## config.mk

```make
export PLATFORM = sky130hd
export DESIGN_NAME = sqrt_eval_ctrl
export DESIGN_NICKNAME = d
export VERILOG_FILES = /design/src/rtl/sqrt_eval_ctrl.sv
export SDC_FILE = /design/constraint.sdc
export NUM_CORES = 1
export LEC_CHECK = 0
export ABC_CLOCK_PERIOD_IN_PS = 22300
export CORE_UTILIZATION = 45
export DETAILED_ROUTE_END_ITERATION = 16
export MAX_ROUTING_LAYER = met4
export SLEW_MARGIN = 40
export SYNTH_ARGS = -nofsm -noshare
export SYNTH_HDL_FRONTEND = slang
export SYNTH_SLANG_ARGS = --single-unit
```

## constraint.sdc

```tcl
create_clock -name clk -period 22.3 [get_ports clk]
set_input_delay 4.46 -clock clk [delete_from_list [all_inputs] [get_ports clk]]
set_output_delay 4.46 -clock clk [all_outputs]
set_load 0.1 [all_outputs]
```

## src/rtl/sqrt_eval_ctrl.sv

```systemverilog
`default_nettype none
// ============================================================================
// Module      : sqrt_eval_ctrl
// Description : Piecewise-linear sqrt(e) sequencer for the Box-Muller AWGN path:
//               range reduction, coefficient table lookup and c1*x+c0 evaluation.
// Revision    : 1.0 - initial release
// ============================================================================
module sqrt_eval_ctrl #(
    parameter int IN_W     = 31,
    parameter int IN_FRAC  = 24,
    parameter int C1_SHIFT = 18
) (
    input  logic            clk,
    input  logic            rst_n,
    input  logic            in_valid,
    output logic            in_ready,
    input  logic [IN_W-1:0] e_in,
    output logic [5:0]      rom_addr,
    output logic            rom_sel,
    input  logic [31:0]     rom1_data,
    input  logic [31:0]     rom2_data,
    output logic            out_valid,
    input  logic            out_ready,
    output logic [19:0]     sqrt_mant,
    output logic [4:0]      sqrt_exp,
    output logic            sqrt_zero
);

    localparam int c_P_W  = $clog2(IN_W);
    localparam int c_XN_W = IN_W - 7;

    typedef enum logic [2:0] {
        S_IDLE = 3'd0,
        S_NORM = 3'd1,
        S_LOOK = 3'd2,
        S_MAC  = 3'd3,
        S_DONE = 3'd4
    } state_t;

    state_t r_state, w_next;

    logic [IN_W-1:0]   r_e;
    logic [17:0]       r_xn;
    logic [17:0]       r_xb;
    logic [11:0]       r_c1;
    logic [19:0]       r_c0;
    logic [4:0]        r_m;
    logic [5:0]        r_rom_addr;
    logic              r_rom_sel;
    logic [19:0]       r_mant;
    logic [4:0]        r_exp;
    logic              r_zero;

    logic [c_P_W-1:0]  w_p;
    logic [c_P_W-1:0]  w_sh;
    logic signed [7:0] w_k;
    logic [4:0]        w_m;
    logic [c_XN_W-1:0] w_xn;
    logic [31:0]       w_word;
    logic [29:0]       w_prod;
    logic [20:0]       w_sum;

    always_ff @(posedge clk or negedge rst_n) begin
        if (!rst_n) r_state <= S_IDLE;
        else        r_state <= w_next;
    end

    always_comb begin
        w_next = r_state;
        case (r_state)
            S_IDLE:  if (in_valid) w_next = S_NORM;
            S_NORM:  w_next = (r_e == '0) ? S_DONE : S_LOOK;
            S_LOOK:  w_next = S_MAC;
            S_MAC:   w_next = S_DONE;
            S_DONE:  if (out_ready) w_next = S_IDLE;
            default: w_next = S_IDLE;
        endcase
    end

    // Leading-one position; the last hit wins so the MSB is reported.
    always_comb begin
        w_p = '0;
        for (int i = 0; i < IN_W; i++) begin
            if (r_e[i]) w_p = c_P_W'(i);
        end
    end

    always_comb begin
        w_sh = c_P_W'(IN_W - 1) - w_p;
        w_k  = 8'(w_p) - 8'(IN_FRAC);
        w_m  = 5'(w_k >>> 1);
        // Drop the implied leading one and the six LSBs below the x_b field.
        w_xn = c_XN_W'((r_e << w_sh) >> 6);
    end

    always_comb begin
        w_word = r_rom_sel ? rom2_data : rom1_data;
        w_prod = 30'(r_c1) * 30'(r_xb);
        w_sum  = {1'b0, r_c0} + 21'(w_prod >> C1_SHIFT);
    end

    always_ff @(posedge clk or negedge rst_n) begin
        if (!rst_n) begin
            r_e        <= '0;
            r_xn       <= '0;
            r_xb       <= '0;
            r_c1       <= '0;
            r_c0       <= '0;
            r_m        <= '0;
            r_rom_addr <= '0;
            r_rom_sel  <= 1'b0;
            r_mant     <= '0;
            r_exp      <= '0;
            r_zero     <= 1'b0;
        end else begin
            case (r_state)
                S_IDLE: begin
                    if (in_valid) r_e <= e_in;
                end
                S_NORM: begin
                    if (r_e == '0) begin
                        r_mant <= '0;
                        r_exp  <= '0;
                        r_zero <= 1'b1;
                    end else begin
                        // Address/select registered here so they are steady throughout LOOK.
                        r_rom_addr <= w_xn[c_XN_W-1 -: 6];
                        r_xn       <= w_xn[17:0];
                        r_rom_sel  <= w_k[0];
                        r_m        <= w_m;
                        r_zero     <= 1'b0;
                    end
                end
                S_LOOK: begin
                    r_c1 <= w_word[31:20];
                    r_c0 <= w_word[19:0];
                    r_xb <= r_xn;
                end
                S_MAC: begin
                    r_mant <= w_sum[20] ? 20'hFFFFF : w_sum[19:0];
                    r_exp  <= r_m;
                end
                default: ;
            endcase
        end
    end

    assign in_ready  = (r_state == S_IDLE);
    assign out_valid = (r_state == S_DONE);
    assign rom_addr  = r_rom_addr;
    assign rom_sel   = r_rom_sel;
    assign sqrt_mant = r_mant;
    assign sqrt_exp  = r_exp;
    assign sqrt_zero = r_zero;

endmodule
`default_nettype wire

```

==> results.md <==
* Setup Fix Bufs, Post-CTS at 0
* IO Port Bufs at 133
* Post-synth top area cell: dfrtp_1
* Synth Instances at 1572
* Sequential area share after synthesis at 0.241
* Skew-Pair Late Insertion Delay at 0.42 ns
* GP Congestion at 0.892
* Worst hold path class: flop to flop
* DPL Wire Length at 28700 um
* Hold Path Sink: sqrt_mant[8]
* Main synth FF type: dfrtp_1
* Post-cts sizing count at 0
* Placed cell areas at 15900 um2
* Core area at 31600 um2
* CTS tree: done
* Layout Utilization at 0.522
* Placed Instances at 2025
* Die height at 182 um
* Critical Path RT at 22.63 ns
* CTS root buf: clkbuf_16
* Vias in the first global route at 11.5k
* Synth area leaders: dfrtp_1, fa_1, ha_1
* Worst setup SP type: flop
* Max cap viols at 0
* Final slew viol count at 0
* CTS clock-pin slew for the worst setup and hold paths at 0.07 ns
* Routed len/inst at 17.9 um
* Hold Vio Cnt, Final at 0
* Clock skew at 0.00934 ns
* Yosys reg bits at 140
* Share of the synthesized area in the top cell type at 0.241
* Worst hold start: sqrt_mant[8]
* Ys Warns at 0
* Die footprint at 33000 um2
* Diode count at 0
* Area growth from synthesis to layout at 13.5%
* RSZ-0062 raised after global routing: no
* Fraction of final layout cells sized beyond drive strength 1 at 0.0997
* Overflow after GRT at 0
* Non-filler cells, final at 2057
* First-pass GRT wire length at 61700 um
* Final period util at 0.377
* Vias at 11.3k
* Min Tclk post-route at 8.41 ns
* Worst path slowest cell: dfrtp_1
* Antenna violations before repair at 0
* Pin count of the biggest net entering global routing at 88
* Std-Cell Rows at 65
* GRT Total Usage at 0.244
* Die Span X at 182 um
* Net Count, Synth at 1912
* Post-route ant nets at 0
* Final instance area at 16500 um2
* Avg Inst Size Synth at 9.25 um2
* RR Startpoint: r_c1[3]
* Most common cell after layout, fill and taps aside: nand2_1
* Crit. End Element: flop
* DRC errors left at 0
* Count of different cell masters after synthesis at 83
* F_max at 0.119 GHz
* Drt pass-1 iters at 5
* Setup TNS at 0 ns
* Reg2reg setup slack at 13.89 ns
* Worst-path maximum fanout at 19
* Clk sinks at 140
* Number of synthesized flops with an enable pin at 0
* Via density at 5.48
* Routed wire length at 36800 um
* Initial Util at 0.459
* H-tree depth at 4
* Most frequent cells in the layout: nand2_1, inv_1, fa_1
* Asr flop ratio synth at 1.00
* Hold Crit Depth at 2
* Reg2Reg Depth at 28
* Io pins at 134
* Slew @ Worst Pin at 0.802 ns
* Max transition margin at 0.465
* CP max stage delay at 0.75 ns
* Final nets at 1982
* Initial drt markers at 740
* TritonCTS Buffers at 17
* Hold Buf Count CTS at 0
* Final setup viols at 0
* Most frequent CP cell: fa_1
* Clock buffer depth at 2
* Reg-to-reg endpoint: sqrt_mant[17]
* Status: finished, final reports clean
* Worst Setup Path Type: flop to flop
* Synthesized cell area at 14500 um2
* Crit path DAT at 8.74 ns
synth_stat cells (5+ instances only):
cell and n:
clkbuf_1 71, dfrtp_1 140, o22ai_1 5, nand2_1 258
mux2i_1 60, nand4_1 5, mux2_2 49, buf_2 9
nand2b_1 8, o21ai_1 10, a31oi_1 11, inv_1 215
nand3_1 13, buf_1 6, xnor2_1 16, mux4_2 10
fa_1 160, xor2_1 6, nor3_1 11, o21ai_0 57
a22o_1 10, nor2_1 72, a21oi_1 67, o211ai_1 11
a21o_1 10, and3_1 8, o21a_1 5, nand4b_1 8
o221ai_1 5, ha_1 81, nor2b_1 10, and2_1 70
cell families (layout without fill, tap and decap cells):
| kind of cell | after synthesis | count (layout) | synth area share |
|---|---|---|---|
| mux | 124 | 124 | 0.103 |
| fa+ha+maj | 241 | 241 | 0.290 |
| flops | 140 | 140 | 0.241 |
| simple gates | 491 | 491 | 0.157 |
| xor+xnor | 24 | 24 | 0.0155 |
| buf+inv | 309 | 392 | 0.0832 |
| compound gates | 243 | 243 | 0.110 |
worst max-delay path, delay by kind of cell, from the launching register on:
| family | cells | cell delay, ns |
|---|---|---|
| fa+ha+maj | 7 | 3.03 |
| compound gates | 8 | 2.19 |
| simple gates | 9 | 2.10 |
| flops | 1 | 0.75 |
| buf+inv | 3 | 0.15 |
| xor+xnor | 1 | 0.09 |
worst max path at each step:
stage	from	endpoint	slack [ns]
after detailed placement	r_c1[3]	sqrt_mant[13]	13.94
after global routing	r_c1[3]	sqrt_mant[17]	13.26
after global placement	r_c1[3]	sqrt_mant[17]	14.09
after CTS	r_c1[3]	sqrt_mant[17]	13.89
after floorplan	r_c1[3]	sqrt_mant[10]	14.92
final	r_c1[3]	sqrt_mant[17]	13.89
layout make-up:
cell class,instances,area [um2]
tap,402,503
inverter,218,821
multi-input combinational,1123,9840
clock buffer,17,425
clock inverter,15,174
sequential,140,3510
timing repair buffer,142,1230
fill,2939,15100
registers in the layout, indices dropped and copies added (netlist names):
name       cells
r_xb          18
rom_addr       6
r_xn          18
r_c1          12
rom_sel        1
r_m            5
sqrt_exp       5
r_c0          20
r_e           31
r_state        3
sqrt_mant     20
sqrt_zero      1
routing by layer:
layer / global-route usage / part of all wire / vias up
met5: - / 0 / -
met3: 0.0281 / 0.048 / 39
met1: 0.355 / 0.49 / 5583
met2: 0.364 / 0.45 / 348
li1: - / - / 5297
met4: 0.0539 / 0.014 / 0
through the flow:
step,hold slack [ns],worst slack [ns]
after global placement,0.452,14.09
final,0.464,13.89
after CTS,0.470,13.89
after global routing,0.500,13.26
after floorplan,0.440,14.92
after detailed placement,0.455,13.94
Power is not shown: default switching activity piles up to over one toggle a cycle in this logic, so the estimate is an artifact.
